$ cat config.mk
export PLATFORM = sky130hd
export DESIGN_NAME = pipelined_cla_adder
export DESIGN_NICKNAME = d
export VERILOG_FILES = /design/src/rtl/pipelined_cla_adder.sv
export SDC_FILE = /design/constraint.sdc
export NUM_CORES = 1
export LEC_CHECK = 0
export ABC_AREA = 1
export CORE_UTILIZATION = 40
export CTS_CLUSTER_SIZE = 20
export DETAILED_ROUTE_END_ITERATION = 6
export DONT_BUFFER_PORTS = 1
export PLACE_DENSITY = 0.5
export RECOVER_POWER = 25
export SYNTH_ARGS = -nofsm -noshare
export SYNTH_HDL_FRONTEND = slang
export SYNTH_SLANG_ARGS = --single-unit
export TNS_END_PERCENT = 100
$ cat constraint.sdc
create_clock -name clk -period 5.1 [get_ports clk]
set_input_delay 1.02 -clock clk [delete_from_list [all_inputs] [get_ports clk]]
set_output_delay 1.02 -clock clk [all_outputs]
set_load 0.05 [all_outputs]
$ cat src/rtl/pipelined_cla_adder.sv
// Two-stage pipelined carry-lookahead adder/subtractor with valid/ready handshake.
// Define ADDER_FLAGS_EN to build the {overflow, negative, zero} flag logic; otherwise flags reads 3'b000.
module pipelined_cla_adder #(
    parameter int WIDTH     = 32,
    parameter int GROUPSIZE = 4
) (
    input  logic             clk,
    input  logic             rst_n,
    input  logic             flush,
    input  logic             in_valid,
    output logic             in_ready,
    input  logic [WIDTH-1:0] a,
    input  logic [WIDTH-1:0] b,
    input  logic             sub,
    input  logic             cin,
    output logic             out_valid,
    input  logic             out_ready,
    output logic [WIDTH-1:0] sum,
    output logic             cout,
    output logic [2:0]       flags
);

    localparam int NG = WIDTH / GROUPSIZE;

    generate
        if (!(GROUPSIZE == 1 || GROUPSIZE == 2 || GROUPSIZE == 4 || GROUPSIZE == 8)
            || (WIDTH < 1) || (WIDTH % GROUPSIZE != 0)) begin : g_bad_cfg
            $fatal(1, "pipelined_cla_adder: illegal WIDTH/GROUPSIZE combination");
        end
    endgenerate

    // ---------------- Stage 1: operand conditioning and group (G, P) ----------------
    logic [WIDTH-1:0] bp_d, g_d, p_d;
    logic [NG-1:0]    grp_g_d, grp_p_d;

    assign bp_d = b ^ {WIDTH{sub}};
    assign g_d  = a & bp_d;
    assign p_d  = a | bp_d;

    genvar gi;
    generate
        for (gi = 0; gi < NG; gi++) begin : g_grp_gp
            logic grp_g;
            logic term;
            always_comb begin
                grp_g = 1'b0;
                term  = 1'b0;
                for (int j = 0; j < GROUPSIZE; j++) begin
                    term = g_d[gi*GROUPSIZE + j];
                    for (int m = j + 1; m < GROUPSIZE; m++) begin
                        term = term & p_d[gi*GROUPSIZE + m];
                    end
                    grp_g = grp_g | term;
                end
            end
            assign grp_g_d[gi] = grp_g;
            assign grp_p_d[gi] = &p_d[gi*GROUPSIZE +: GROUPSIZE];
        end
    endgenerate

    logic [WIDTH-1:0] a_q, bp_q, g_q, p_q;
    logic [NG-1:0]    grp_g_q, grp_p_q;
    logic             c0_q;
    logic             s1_valid_q, s1_valid_d;
    logic             out_valid_q, out_valid_d;
    logic             s2_adv, accept, s1_load, s2_load;

    // Handshake: in_ready depends only on state and out_ready, never on in_valid.
    assign s2_adv   = s1_valid_q & (~out_valid_q | out_ready);
    assign in_ready = ~s1_valid_q | s2_adv;
    assign accept   = in_valid & in_ready;
    assign s1_load  = accept & ~flush;
    assign s2_load  = s2_adv & ~flush;

    always_comb begin
        s1_valid_d = s1_valid_q;
        if (flush)        s1_valid_d = 1'b0;
        else if (accept)  s1_valid_d = 1'b1;
        else if (s2_adv)  s1_valid_d = 1'b0;
    end

    always_comb begin
        out_valid_d = out_valid_q;
        if (flush)          out_valid_d = 1'b0;
        else if (s2_adv)    out_valid_d = 1'b1;
        else if (out_ready) out_valid_d = 1'b0;
    end

    always_ff @(posedge clk or negedge rst_n) begin
        if (!rst_n) begin
            s1_valid_q  <= 1'b0;
            out_valid_q <= 1'b0;
        end else begin
            s1_valid_q  <= s1_valid_d;
            out_valid_q <= out_valid_d;
        end
    end

    always_ff @(posedge clk or negedge rst_n) begin
        if (!rst_n) begin
            a_q     <= '0;
            bp_q    <= '0;
            g_q     <= '0;
            p_q     <= '0;
            grp_g_q <= '0;
            grp_p_q <= '0;
            c0_q    <= 1'b0;
        end else if (s1_load) begin
            a_q     <= a;
            bp_q    <= bp_d;
            g_q     <= g_d;
            p_q     <= p_d;
            grp_g_q <= grp_g_d;
            grp_p_q <= grp_p_d;
            c0_q    <= sub | cin;
        end
    end

    // ---------------- Stage 2: flattened group carries, in-group carries, sum ----------------
    logic [NG:0]      c_grp;
    logic [WIDTH-1:0] carry_vec;
    logic [WIDTH-1:0] sum_d;
    logic             cout_d;

    assign c_grp[0] = c0_q;

    generate
        for (gi = 0; gi < NG; gi++) begin : g_carry
            // Each group carry is a sum-of-products of all lower (G, P) pairs and c0.
            logic c_next;
            logic term;
            always_comb begin
                c_next = c0_q & (&grp_p_q[gi:0]);
                term   = 1'b0;
                for (int j = 0; j <= gi; j++) begin
                    term = grp_g_q[j];
                    for (int m = j + 1; m <= gi; m++) begin
                        term = term & grp_p_q[m];
                    end
                    c_next = c_next | term;
                end
            end
            assign c_grp[gi+1] = c_next;

            logic [GROUPSIZE:0] cc;
            always_comb begin
                cc    = '0;
                cc[0] = c_grp[gi];
                for (int j = 0; j < GROUPSIZE; j++) begin
                    cc[j+1] = g_q[gi*GROUPSIZE + j] | (p_q[gi*GROUPSIZE + j] & cc[j]);
                end
            end
            assign carry_vec[gi*GROUPSIZE +: GROUPSIZE] = cc[GROUPSIZE-1:0];
        end
    endgenerate

    assign sum_d  = a_q ^ bp_q ^ carry_vec;
    assign cout_d = c_grp[NG];

    logic [WIDTH-1:0] sum_q;
    logic             cout_q;

    always_ff @(posedge clk or negedge rst_n) begin
        if (!rst_n) begin
            sum_q  <= '0;
            cout_q <= 1'b0;
        end else if (s2_load) begin
            sum_q  <= sum_d;
            cout_q <= cout_d;
        end
    end

`ifdef ADDER_FLAGS_EN
    logic [2:0] flags_d, flags_q;

    assign flags_d = {(a_q[WIDTH-1] == bp_q[WIDTH-1]) & (sum_d[WIDTH-1] != a_q[WIDTH-1]),
                      sum_d[WIDTH-1],
                      (sum_d == '0)};

    always_ff @(posedge clk or negedge rst_n) begin
        if (!rst_n)       flags_q <= 3'b000;
        else if (s2_load) flags_q <= flags_d;
    end

    assign flags = flags_q;
`else
    assign flags = 3'b000;
`endif

    assign out_valid = out_valid_q;
    assign sum       = sum_q;
    assign cout      = cout_q;

endmodule

==> results of run 1 <==
[worst reg2reg max path, delay by kind of cell (launching register included)]
| kind | cells | cell delay [ns] |
|---|---|---|
| buffers and inverters | 3 | 1.15 |
| and+or+nand+nor | 3 | 0.58 |
| DFF | 1 | 0.56 |
| AOI/OAI and AO/OA | 2 | 0.37 |
[metal layers]
| metal | share of wire (%) | vias to the layer above | wire length, um |
|---|---|---|---|
| met5 | 0 | - | 0 |
| met4 | 1.4 | 0 | 222 |
| met3 | 4.3 | 14 | 691 |
| met2 | 46 | 96 | 7390 |
| met1 | 48 | 2500 | 7730 |
| li1 | - | 2718 | - |
[logic make-up after synthesis]
group                  after synthesis  synth area share, %
AO/OA/AOI/OAI                      158                 12.1
XOR/XNOR                            92                 10.6
buffers and inverters              100                 5.44
flip-flops                         164                 53.8
other                                1               0.0491
AND/OR/NAND/NOR                    354                 18.0
[layout make-up]
type	count	area share, %
Multi-Input combinational cell	607	37.5
Clock inverter	15	1.57
Sequential cell	164	49.2
Inverter	61	2.74
Timing Repair Buffer	4	0.360
Tap cell	234	3.51
Clock buffer	17	5.10
[cells in the final DEF (no fill, tap or decap), types with 4 or more instances in the layout]
cell / count
sky130_fd_sc_hd__a21oi_1: 19
sky130_fd_sc_hd__a21oi_2: 4
sky130_fd_sc_hd__buf_4: 4
sky130_fd_sc_hd__clkbuf_16: 17
sky130_fd_sc_hd__clkinv_2: 5
sky130_fd_sc_hd__dfrtp_1: 164
sky130_fd_sc_hd__inv_1: 56
sky130_fd_sc_hd__inv_2: 5
sky130_fd_sc_hd__inv_6: 5
sky130_fd_sc_hd__nand2_1: 294
sky130_fd_sc_hd__nand2_2: 6
sky130_fd_sc_hd__nand3_1: 10
sky130_fd_sc_hd__nor2_1: 34
sky130_fd_sc_hd__nor3_1: 5
sky130_fd_sc_hd__o21ai_0: 101
sky130_fd_sc_hd__o21bai_2: 4
sky130_fd_sc_hd__o22ai_1: 7
sky130_fd_sc_hd__xnor2_1: 28
sky130_fd_sc_hd__xor2_1: 64
[final timing paths]
| path | start | endpoint | slack (ns) | cells past startpoint |
|---|---|---|---|---|
| max | out_valid | grp_p_q[3] | 2.36 | 8 |
| min | rst_n | sum[17] | 0.30 | 0 |
| max reg2reg | out_valid | grp_p_q[3] | 2.36 | 8 |
| min reg2reg | g_q[17] | g_q[17] | 0.48 | 2 |
| max in group asynchronous | rst_n | s1_valid_q | 4.55 | 0 |
| min in group clk | g_q[17] | g_q[17] | 0.48 | 2 |
[state kept, by name, summed over array words and instances (netlist names)]
| register | flops |
|---|---|
| a_q | 32 |
| bp_q | 32 |
| sum | 32 |
| g_q | 24 |
| p_q | 24 |
| grp_g_q | 8 |
| grp_p_q | 8 |
| c0_q | 1 |
| cout | 1 |
| out_valid | 1 |
| s1_valid_q | 1 |
[through the flow]
step | power, mW | util (%) | setup slack (ns)
2_1_floorplan | 2.61 | - | 2.57
3_3_place_gp | 2.74 | 41.6 | 2.03
3_5_place_dp | 2.76 | 41.6 | 1.94
4_1_cts | 4.00 | 44.6 | 2.28
5_1_grt | 4.17 | 44.6 | 2.11
6_report | 3.94 | 44.6 | 2.36
[power by group]
part / switching [mW] / leakage, nW / internal (mW) / total, mW
clock: 0.536 / 0.274 / 0.676 / 1.21
sequential: 0.547 / 2.03 / 1.55 / 2.10
combinational: 0.359 / 1.81 / 0.270 / 0.630
==> metrics.txt, run 1 <==
# TYPE chip_impl_metric gauge
chip_impl_metric{name="post-synth-top-area-fraction",unit="%"} 53.8
chip_impl_metric{name="met1_usage",unit="%"} 23.5
chip_impl_metric{name="hold_ws",unit="ns"} 0.295
chip_impl_metric{name="cts_htree_levels",unit=""} 4
chip_impl_metric{name="clkSinkCount",unit=""} 164
chip_impl_metric{name="maxCapViolations",unit=""} 0
chip_impl_metric{name="dr_total_vias",unit=""} 5328
chip_impl_metric{name="cp_max_fo",unit=""} 46
chip_impl_metric{name="route.detailed.vias_per_inst",unit=""} 4.83
chip_impl_info{name="grt_setup_unrepaired",value="no"} 1
chip_impl_info{name="synth_flop_cell",value="sky130_fd_sc_hd__dfrtp_1"} 1
chip_impl_metric{name="yosys_warnings",unit=""} 0
chip_impl_info{name="slowest_stage",value="sky130_fd_sc_hd__inv_2"} 1
chip_impl_metric{name="number_of_instances_in_the_synthesized_netlist",unit=""} 869
chip_impl_info{name="synthTopCellsByArea",value="sky130_fd_sc_hd__dfrtp_1, sky130_fd_sc_hd__nand2_1, sky130_fd_sc_hd__xor2_1"} 1
chip_impl_info{name="critPathMostFrequentCell",value="sky130_fd_sc_hd__o21ai_0"} 1
chip_impl_metric{name="final-setup-viol-count",unit=""} 0
chip_impl_metric{name="postLayoutCellArea",unit="um2"} 8340
chip_impl_metric{name="syn-cell-area",unit="um2"} 7630
chip_impl_info{name="synth_commonest_cells",value="sky130_fd_sc_hd__nand2_1, sky130_fd_sc_hd__dfrtp_1, sky130_fd_sc_hd__o21ai_0"} 1
chip_impl_info{name="critical-path-top-delay-family",value="buffers and inverters"} 1
chip_impl_metric{name="detailed_place.area",unit="um2"} 7790
chip_impl_metric{name="dp_cells",unit=""} 1070
chip_impl_info{name="post-synth-top-area-cell",value="sky130_fd_sc_hd__dfrtp_1"} 1
chip_impl_info{name="outcome",value="finished clean"} 1
chip_impl_metric{name="floorplan.die_area",unit="um2"} 19600
chip_impl_metric{name="worst_slew_pin_slew",unit="ns"} 0.809
chip_impl_metric{name="placement_rows",unit=""} 50
chip_impl_info{name="crit_path_cell_trace",value="inv_1, nor2_1, nand2_1, nand2_4, inv_2, buf_4, o21ai_0, o21ai_0"} 1
chip_impl_metric{name="multiInputGateArea",unit="um2"} 3130
chip_impl_metric{name="drt-total-wl",unit="um"} 16000
chip_impl_metric{name="vdd_ir_drop_max",unit="mV"} 0.243
chip_impl_metric{name="numPortBuffers",unit=""} 0
chip_impl_metric{name="drt-pass1-iter-count",unit=""} 5
chip_impl_info{name="yosysMostFrequentCell",value="sky130_fd_sc_hd__nand2_1"} 1
chip_impl_metric{name="io_pins",unit=""} 109
chip_impl_metric{name="floorplan.die.width",unit="um"} 140
chip_impl_metric{name="cts-hold-fix-buffers",unit=""} 0
chip_impl_metric{name="drt_iter0_drcs",unit=""} 329
chip_impl_metric{name="ctsLongestPathBuffers",unit=""} 2
chip_impl_metric{name="globalRouteMet2Util",unit="%"} 27.6
chip_impl_metric{name="slowest_delay",unit="ns"} 0.60
chip_impl_metric{name="grt_pass1_wl",unit="um"} 27000
chip_impl_metric{name="critical_path_arrival",unit="ns"} 3.07
chip_impl_metric{name="fin_cells",unit=""} 1102
chip_impl_metric{name="pin_count_of_the_biggest_net_entering_global_routing",unit=""} 165
chip_impl_metric{name="effective_utilization_at_floorplan",unit="%"} 40.8
chip_impl_metric{name="grt_use_total",unit="%"} 17.5
chip_impl_info{name="min-delay-path-class",value="in -> async"} 1
chip_impl_metric{name="num-fill-cells",unit=""} 1848
chip_impl_info{name="busiest_layer",value="met2"} 1
chip_impl_metric{name="p_leak",unit="nW"} 4.12
chip_impl_metric{name="area.growth.synth_to_final",unit="%"} 9.31
chip_impl_metric{name="register_area_share_after_synthesis",unit="%"} 53.8
chip_impl_info{name="critPathKind",value="reg -> reg"} 1
chip_impl_metric{name="number_of_antenna_violations_at_the_first_check_in_global_routing",unit=""} 0
chip_impl_metric{name="layout-drive-gt1-share",unit="%"} 7.14
chip_impl_metric{name="post_synthesis_sequential_element_count",unit=""} 164
chip_impl_metric{name="cts_post_setup_buffers_inserted",unit=""} 0
chip_impl_metric{name="number_of_global_route_vias_before_repair",unit=""} 5430
chip_impl_metric{name="grt_overflow_total",unit=""} 0
chip_impl_metric{name="place.detailed.hpwl",unit="um"} 10800
chip_impl_metric{name="p_per_area",unit="nW/um2"} 472
chip_impl_metric{name="final-seq-area",unit="um2"} 4100
chip_impl_metric{name="diodes",unit=""} 0
chip_impl_metric{name="synth_area_per_cell",unit="um2"} 8.78
chip_impl_metric{name="finalWorstPathRequiredPeriod",unit="ns"} 2.74
chip_impl_metric{name="ys_types",unit=""} 35
chip_impl_metric{name="finalHoldViolations",unit=""} 0
chip_impl_metric{name="worstSkewPairLatency",unit="ns"} 0.42
chip_impl_metric{name="post_drt_wl_per_cell",unit="um"} 14.6
chip_impl_metric{name="maxSlewHeadroom",unit="%"} 46.0
chip_impl_metric{name="postSynth.asyncResetShare",unit="%"} 100
chip_impl_info{name="timing.critical_path.from_type",value="register"} 1
chip_impl_metric{name="grt.met3_usage",unit="%"} 4.07
chip_impl_metric{name="postRouteAntennaNets",unit=""} 0
chip_impl_metric{name="critical_path_required",unit="ns"} 5.43
chip_impl_metric{name="worstPathBufferInverterCount",unit=""} 3
chip_impl_info{name="cts-root-buf",value="sky130_fd_sc_hd__clkbuf_16"} 1
chip_impl_metric{name="rd_place_congestion",unit=""} 0.749
chip_impl_metric{name="fmax",unit="MHz"} 365
chip_impl_info{name="tritoncts",value="built"} 1
chip_impl_metric{name="design.final.nets",unit=""} 926
chip_impl_metric{name="finClkSkew",unit="ns"} 0.00718
chip_impl_metric{name="drc",unit=""} 0
chip_impl_info{name="timing.critical_path.to_type",value="register"} 1
chip_impl_metric{name="die_h",unit="um"} 140
chip_impl_metric{name="totalNegativeSetupSlack",unit="ns"} 0
chip_impl_metric{name="cts.reportedPaths.clkPinSlew",unit="ns"} 0.07
chip_impl_metric{name="cts_resized",unit=""} 0
chip_impl_metric{name="synth_edf_count",unit=""} 0
chip_impl_metric{name="finalMaxSlewViolations",unit=""} 0
chip_impl_metric{name="fin_crit_sh",unit="%"} 53.7
chip_impl_metric{name="number_of_buffers_inserted_during_clock_tree_synthesis",unit=""} 17
chip_impl_metric{name="design.core.area",unit="um2"} 18700
Power figures use the tool's default switching activity.
==> run 2: changes to the inputs <==
--- a/config.mk
+++ b/config.mk
@@ -10,7 +10,7 @@
 export CTS_CLUSTER_SIZE = 20
 export DETAILED_ROUTE_END_ITERATION = 6
 export DONT_BUFFER_PORTS = 1
-export PLACE_DENSITY = 0.5
+export PLACE_DENSITY = 0.52
 export RECOVER_POWER = 25
 export SYNTH_ARGS = -nofsm -noshare
 export SYNTH_HDL_FRONTEND = slang
==> constraint.sdc (replaced) <==
create_clock -name clk -period 2.4 [get_ports clk]
set_input_delay 0.48 -clock clk [delete_from_list [all_inputs] [get_ports clk]]
set_output_delay 0.48 -clock clk [all_outputs]
set_load 0.05 [all_outputs]
==> run 2 against run 1 <==
The flow now finishes with violations (hold timing). Non-clock buffer count rose by 5. Maximum frequency rose by 44%. Setup slack got worse by 1.9 ns. Die area did not move. Count of clock-buffer cells in the layout rose by 3. Global-route usage rose by 0.50 points.
==> metrics.txt, run 2 (synthesis results as in run 1) <==
# TYPE chip_impl_metric gauge
chip_impl_metric{name="maxSlewHeadroom",unit="%"} 63.4
chip_impl_metric{name="number_of_buffers_inserted_during_clock_tree_synthesis",unit=""} 17
chip_impl_metric{name="cts_htree_levels",unit=""} 4
chip_impl_info{name="failed_checks",value="hold timing"} 1
chip_impl_metric{name="p_per_area",unit="nW/um2"} 1020
chip_impl_metric{name="drt-total-wl",unit="um"} 16400
chip_impl_metric{name="drt_iter0_drcs",unit=""} 326
chip_impl_metric{name="p_total",unit="mW"} 8.64
chip_impl_metric{name="globalRouteMet2Util",unit="%"} 27.6
chip_impl_info{name="min-delay-path-class",value="in -> async"} 1
chip_impl_metric{name="rd_place_congestion",unit=""} 0.777
chip_impl_metric{name="place_worst_setup_slack",unit="ns"} 0.484
chip_impl_metric{name="fin_crit_sh",unit="%"} 79.1
chip_impl_metric{name="worst_slew_pin_slew",unit="ns"} 0.548
chip_impl_metric{name="worstSkewPairLatency",unit="ns"} 0.42
chip_impl_info{name="outcome",value="finished, violations left"} 1
chip_impl_metric{name="route.detailed.vias_per_inst",unit=""} 4.89
chip_impl_info{name="mostFrequentLayoutCells",value="sky130_fd_sc_hd__nand2_1, sky130_fd_sc_hd__dfrtp_1, sky130_fd_sc_hd__o21ai_0, sky130_fd_sc_hd__xor2_1, sky130_fd_sc_hd__inv_1"} 1
chip_impl_info{name="cts-root-buf",value="sky130_fd_sc_hd__clkbuf_16"} 1
chip_impl_metric{name="pin_count_of_the_biggest_net_entering_global_routing",unit=""} 165
chip_impl_metric{name="postRouteAntennaNets",unit=""} 0
chip_impl_metric{name="cts_post_setup_buffers_inserted",unit=""} 0
chip_impl_metric{name="cts.reportedPaths.clkPinSlew",unit="ns"} 0.06
chip_impl_metric{name="post_drt_wl_per_cell",unit="um"} 14.9
chip_impl_metric{name="worst-r2r-cell-count",unit=""} 14
chip_impl_metric{name="number_of_global_route_vias_before_repair",unit=""} 5438
chip_impl_info{name="critPathKind",value="reg -> reg"} 1
chip_impl_metric{name="drc",unit=""} 0
chip_impl_metric{name="cts_resized",unit=""} 0
chip_impl_metric{name="cp_max_fo",unit=""} 5
chip_impl_metric{name="number_of_antenna_violations_at_the_first_check_in_global_routing",unit=""} 0
chip_impl_metric{name="floorplan.die_area",unit="um2"} 19600
chip_impl_metric{name="floorplan.die.width",unit="um"} 140
chip_impl_info{name="rr_startpoint",value="grp_p_q[3]"} 1
chip_impl_metric{name="worst_slack",unit="ns"} 0.502
chip_impl_metric{name="grt_overflow_total",unit=""} 0
chip_impl_metric{name="place.detailed.hpwl",unit="um"} 11300
chip_impl_metric{name="critical_path_required",unit="ns"} 2.71
chip_impl_metric{name="drt-pass1-iter-count",unit=""} 5
chip_impl_metric{name="met1_usage",unit="%"} 24.6
chip_impl_info{name="grt_setup_unrepaired",value="no"} 1
chip_impl_metric{name="area.growth.synth_to_final",unit="%"} 10.8
chip_impl_metric{name="grt.met3_usage",unit="%"} 4.38
chip_impl_info{name="tritoncts",value="built"} 1
chip_impl_metric{name="numPortBuffers",unit=""} 0
chip_impl_metric{name="hold_ws",unit="ns"} -0.243
chip_impl_metric{name="fmax",unit="MHz"} 527
chip_impl_metric{name="grt_use_total",unit="%"} 18.0
chip_impl_info{name="timing.critical_path.to_type",value="register"} 1
chip_impl_info{name="timing.critical_path.from_type",value="register"} 1
chip_impl_metric{name="critical_path_arrival",unit="ns"} 2.21
chip_impl_metric{name="effective_utilization_at_floorplan",unit="%"} 40.8
chip_impl_metric{name="regToRegSetupSlack",unit="ns"} 0.50
chip_impl_metric{name="finalHoldViolations",unit=""} 164
chip_impl_metric{name="die_h",unit="um"} 140
chip_impl_info{name="final_common_cell",value="sky130_fd_sc_hd__nand2_1"} 1
chip_impl_metric{name="totalNegativeSetupSlack",unit="ns"} 0
chip_impl_info{name="worst_setup_path_startpoint",value="grp_p_q[3]"} 1
chip_impl_metric{name="clkSinkCount",unit=""} 164
chip_impl_info{name="busiest_layer",value="met2"} 1
chip_impl_metric{name="dr_total_vias",unit=""} 5407
chip_impl_metric{name="design.final.nets",unit=""} 931
chip_impl_info{name="crit_path_end",value="sum[23]"} 1
chip_impl_metric{name="maxCapViolations",unit=""} 0
chip_impl_metric{name="placement_rows",unit=""} 50
chip_impl_metric{name="finClkSkew",unit="ns"} 0.00722
chip_impl_metric{name="vdd_ir_drop_max",unit="mV"} 0.513
chip_impl_metric{name="finalMaxSlewViolations",unit=""} 0
chip_impl_metric{name="grt_pass1_wl",unit="um"} 27600
chip_impl_info{name="worstReg2RegEnd",value="sum[23]"} 1
chip_impl_metric{name="final-setup-viol-count",unit=""} 0
chip_impl_metric{name="layout-drive-gt1-share",unit="%"} 7.23
chip_impl_metric{name="finalWorstPathRequiredPeriod",unit="ns"} 1.90
chip_impl_metric{name="ctsLongestPathBuffers",unit=""} 2
chip_impl_metric{name="design.core.area",unit="um2"} 18700
chip_impl_metric{name="io_pins",unit=""} 109
chip_impl_metric{name="p_leak",unit="nW"} 4.16
chip_impl_metric{name="diodes",unit=""} 0
run 2: layout make-up:
type,count,area (um2)
multi-input cells,607,3130
clock inverters,10,158
fillers,1838,10300
inverters,61,229
clock buffers,20,447
well taps,234,293
repair buffers,9,92.6
flip-flops and latches,164,4100
run 2: critical path, cell delays in order, from the launching register on:
cell	delay (ns)
sky130_fd_sc_hd__dfrtp_1	0.44
sky130_fd_sc_hd__nand2_1	0.09
sky130_fd_sc_hd__nor2_1	0.04
sky130_fd_sc_hd__nand2_1	0.06
sky130_fd_sc_hd__nand4_2	0.14
sky130_fd_sc_hd__nor2_2	0.21
sky130_fd_sc_hd__o21bai_2	0.11
sky130_fd_sc_hd__nand2_1	0.07
sky130_fd_sc_hd__nand2_1	0.09
sky130_fd_sc_hd__a21oi_2	0.20
sky130_fd_sc_hd__nor2_1	0.07
sky130_fd_sc_hd__nor2_1	0.09
sky130_fd_sc_hd__nand2_1	0.05
sky130_fd_sc_hd__nand3_1	0.08
sky130_fd_sc_hd__nand2_1	0.05
run 2: how the worst min path moves through the flow:
stage | startpoint | endpoint | slack [ns] | depth (start not counted)
6_report | rst_n | sum[22] | -0.24 | 0
5_1_grt | rst_n | sum[22] | -0.27 | 0
4_1_cts | rst_n | s1_valid_q | -0.27 | 0
3_5_place_dp | rst_n | s1_valid_q | 0.19 | 0
3_3_place_gp | rst_n | s1_valid_q | 0.19 | 0
2_1_floorplan | rst_n | a_q[0] | 0.18 | 0
run 2: power breakdown:
group	switching, mW	internal (mW)
combinational	0.758	0.583
sequential	1.18	3.29
clock	1.08	1.75
total	3.02	5.63
run 2: through the flow:
| step | area [um2] | cells | util [%] |
|---|---|---|---|
| 6_report | 8450 | 1105 | 45.2 |
| 5_1_grt | 8450 | 1105 | 45.2 |
| 4_1_cts | 8450 | 1105 | 45.2 |
| 3_5_place_dp | 7850 | 1075 | 42.0 |
| 3_3_place_gp | 7850 | 1075 | 42.0 |
| 2_1_floorplan | 7640 | 871 | - |
run 2: routing by layer:
metal  wire (um)  vias up
li1            -     2726
met1        7950     2558
met2        7520      109
met3         749       14
met4         205        0
met5           0        -
==> run 3: changes to the inputs <==
==> constraint.sdc (replaced) <==
create_clock -name clk -period 1.5 [get_ports clk]
set_input_delay 0.3 -clock clk [delete_from_list [all_inputs] [get_ports clk]]
set_output_delay 0.3 -clock clk [all_outputs]
set_load 0.05 [all_outputs]
==> run 3 against run 2 <==
The run ends with hold timing, setup timing left. Register-to-register slack got worse by 0.76 ns. Clock skew increased by 0.0012 ns. Hold slack got worse by 0.19 ns. Sequential power increased by 60%. First-iteration DRC count decreased by 13%. Cell count increased by 6.8%. Maximum frequency increased by 8.0%. Highest routed layer unchanged. Global-route usage increased by 0.59 points. Flip-flop and latch count unchanged. Largest power group unchanged. Setup slack got worse by 0.76 ns. Via count increased by 7.5%.
==> metrics.txt, run 3 (synthesis results as in run 1) <==
# TYPE chip_impl_metric gauge
chip_impl_info{name="worstReg2RegEnd",value="sum[11]"} 1
chip_impl_metric{name="cts-hold-fix-buffers",unit=""} 25
chip_impl_metric{name="number_of_antenna_violations_at_the_first_check_in_global_routing",unit=""} 0
chip_impl_metric{name="worstPathBufferInverterCount",unit=""} 4
chip_impl_metric{name="finClkSkew",unit="ns"} 0.00839
chip_impl_metric{name="utilization",unit="%"} 51.0
chip_impl_metric{name="drt-pass1-iter-count",unit=""} 7
chip_impl_metric{name="drc",unit=""} 0
chip_impl_info{name="grt_setup_unrepaired",value="yes"} 1
chip_impl_metric{name="fmax",unit="MHz"} 569
chip_impl_metric{name="cts.reportedPaths.clkPinSlew",unit="ns"} 0.07
chip_impl_metric{name="numPortBuffers",unit=""} 0
chip_impl_info{name="tritoncts",value="built"} 1
chip_impl_info{name="outcome",value="finished, violations left"} 1
chip_impl_metric{name="number_of_global_route_vias_before_repair",unit=""} 5847
chip_impl_metric{name="postRouteAntennaNets",unit=""} 0
chip_impl_metric{name="slowest_delay",unit="ns"} 0.40
chip_impl_info{name="mostFrequentLayoutCells",value="sky130_fd_sc_hd__nand2_1, sky130_fd_sc_hd__dfrtp_1, sky130_fd_sc_hd__o21ai_0, sky130_fd_sc_hd__xor2_1, sky130_fd_sc_hd__inv_1"} 1
chip_impl_metric{name="drt-total-wl",unit="um"} 17500
chip_impl_metric{name="ctsLongestPathBuffers",unit=""} 2
chip_impl_metric{name="worst-r2r-cell-count",unit=""} 11
chip_impl_metric{name="drt_iter0_drcs",unit=""} 285
chip_impl_metric{name="detailed_place.area",unit="um2"} 8200
chip_impl_info{name="critical-path-top-delay-family",value="compound AO/OA/AOI/OAI gates"} 1
chip_impl_metric{name="route.detailed.vias_per_inst",unit=""} 4.93
chip_impl_metric{name="postLayoutCellArea",unit="um2"} 9540
chip_impl_metric{name="die_h",unit="um"} 140
chip_impl_metric{name="worst_slack",unit="ns"} -0.257
chip_impl_metric{name="rd_place_congestion",unit=""} 0.807
chip_impl_info{name="min-delay-path-class",value="in -> async"} 1
chip_impl_info{name="critPathMostFrequentCell",value="sky130_fd_sc_hd__inv_2"} 1
chip_impl_metric{name="vdd_ir_drop_max",unit="mV"} 0.775
chip_impl_metric{name="floorplan.die_area",unit="um2"} 19600
chip_impl_metric{name="floorplan.die.width",unit="um"} 140
chip_impl_metric{name="p_per_area",unit="nW/um2"} 1560
chip_impl_metric{name="grt_pass1_wl",unit="um"} 28900
chip_impl_info{name="critPathKind",value="reg -> reg"} 1
chip_impl_metric{name="grt_use_total",unit="%"} 18.5
chip_impl_metric{name="clkSinkCount",unit=""} 164
chip_impl_metric{name="diodes",unit=""} 0
chip_impl_metric{name="totalNegativeSetupSlack",unit="ns"} -3.61
chip_impl_metric{name="grt_overflow_total",unit=""} 0
chip_impl_metric{name="dr_total_vias",unit=""} 5812
chip_impl_metric{name="critical_path_required",unit="ns"} 1.80
chip_impl_info{name="failed_checks",value="hold timing, setup timing"} 1
chip_impl_metric{name="maxSlewHeadroom",unit="%"} 66.0
chip_impl_metric{name="place.detailed.hpwl",unit="um"} 11300
chip_impl_metric{name="hold_ws",unit="ns"} -0.433
chip_impl_metric{name="io_pins",unit=""} 109
chip_impl_metric{name="number_of_buffers_inserted_during_clock_tree_synthesis",unit=""} 17
chip_impl_metric{name="worst_slew_pin_slew",unit="ns"} 0.511
chip_impl_metric{name="worstSkewPairLatency",unit="ns"} 0.42
chip_impl_metric{name="pin_count_of_the_biggest_net_entering_global_routing",unit=""} 165
chip_impl_metric{name="placement_rows",unit=""} 50
chip_impl_metric{name="critical_path_arrival",unit="ns"} 2.06
chip_impl_metric{name="finalMaxSlewViolations",unit=""} 0
chip_impl_metric{name="design.final.nets",unit=""} 1004
chip_impl_metric{name="regToRegSetupSlack",unit="ns"} -0.26
chip_impl_metric{name="finalHoldViolations",unit=""} 164
chip_impl_metric{name="fin_crit_sh",unit="%"} 117
chip_impl_info{name="slowest_stage",value="sky130_fd_sc_hd__dfrtp_1"} 1
chip_impl_metric{name="cp_max_fo",unit=""} 3
chip_impl_metric{name="post_drt_wl_per_cell",unit="um"} 14.8
chip_impl_metric{name="layout-drive-gt1-share",unit="%"} 17.3
chip_impl_info{name="rr_startpoint",value="grp_p_q[0]"} 1
chip_impl_metric{name="cts_htree_levels",unit=""} 4
chip_impl_info{name="timing.critical_path.to_type",value="register"} 1
chip_impl_metric{name="finalWorstPathRequiredPeriod",unit="ns"} 1.76
chip_impl_info{name="timing.critical_path.from_type",value="register"} 1
chip_impl_metric{name="p_leak",unit="nW"} 4.64
chip_impl_metric{name="effective_utilization_at_floorplan",unit="%"} 40.8
chip_impl_metric{name="area.growth.synth_to_final",unit="%"} 25.0
chip_impl_info{name="cts-root-buf",value="sky130_fd_sc_hd__clkbuf_16"} 1
chip_impl_metric{name="final-setup-viol-count",unit=""} 24
chip_impl_metric{name="num-fill-cells",unit=""} 1777
chip_impl_info{name="final_common_cell",value="sky130_fd_sc_hd__nand2_1"} 1
chip_impl_metric{name="maxCapViolations",unit=""} 0
chip_impl_metric{name="design.core.area",unit="um2"} 18700
chip_impl_info{name="crit_path_cell_trace",value="a21oi_2, inv_2, a21oi_4, inv_2, a21oi_4, inv_2, a21oi_4, inv_2, a21oi_2, xor2_1, o21ai_1"} 1
==> run 3: cell types whose count changed in the layout (fill, tap and decap cells not counted), sizes merged <==
cell and delta:
buf +46, clkinv +3, clkinvlp -1, dlygate4sd3 +25, inv +2
==> run 3: report_power, final <==
part | internal [mW] | switching, mW | total, mW | leakage, nW
clock network | 2.86 | 1.87 | 4.73 | 0.307
logic | 1.47 | 1.49 | 2.96 | 2.30
registers | 5.27 | 1.89 | 7.16 | 2.03
==> run 3: layout make-up <==
class / count / area [um2] / share of cell area, %
inverter: 61 / 241 / 2.53
tap: 234 / 293 / 3.07
sequential: 164 / 4110 / 43.0
clock inverter: 14 / 201 / 2.11
clock buffer: 18 / 439 / 4.60
multi-input combinational: 607 / 3420 / 35.8
timing repair buffer: 82 / 847 / 8.88
==> run 3: worst max path at each step <==
stage | from | endpoint | cells past startpoint
after floorplan | c0_q | sum[11] | 11
final | grp_p_q[0] | sum[11] | 11
after global routing | grp_p_q[3] | sum[23] | 14
after CTS | grp_p_q[3] | sum[23] | 14
after global placement | grp_p_q[3] | sum[31] | 16
after detailed placement | grp_p_q[3] | sum[31] | 16
==> run 3: layer usage <==
metal | GRT usage [%] | wire, um | vias to the layer above
met5 | 0 | 0 | -
met4 | 5.90 | 177 | 0
met3 | 3.86 | 663 | 15
met2 | 30.0 | 8430 | 101
met1 | 24.9 | 8220 | 2821
li1 | - | - | 2875
==> run 3: through the flow <==
| step | setup WS [ns] | total power [mW] | cells |
|---|---|---|---|
| after global placement | -0.222 | 9.61 | 1107 |
| after floorplan | -0.168 | 8.95 | 871 |
| after detailed placement | -0.262 | 9.68 | 1107 |
| final | -0.257 | 14.8 | 1180 |
| after global routing | -0.448 | 15.6 | 1180 |
| after CTS | -0.266 | 14.8 | 1172 |
==> run 3: repair_timing <==
action                                 4_1_cts  5_1_grt
endpoints found under the hold margin      192      164
setup endpoints to repair                   26       44
buffers inserted                            11       10
pin swaps                                   20       24
gates resized for setup                     51       42
cloned                                       0        2
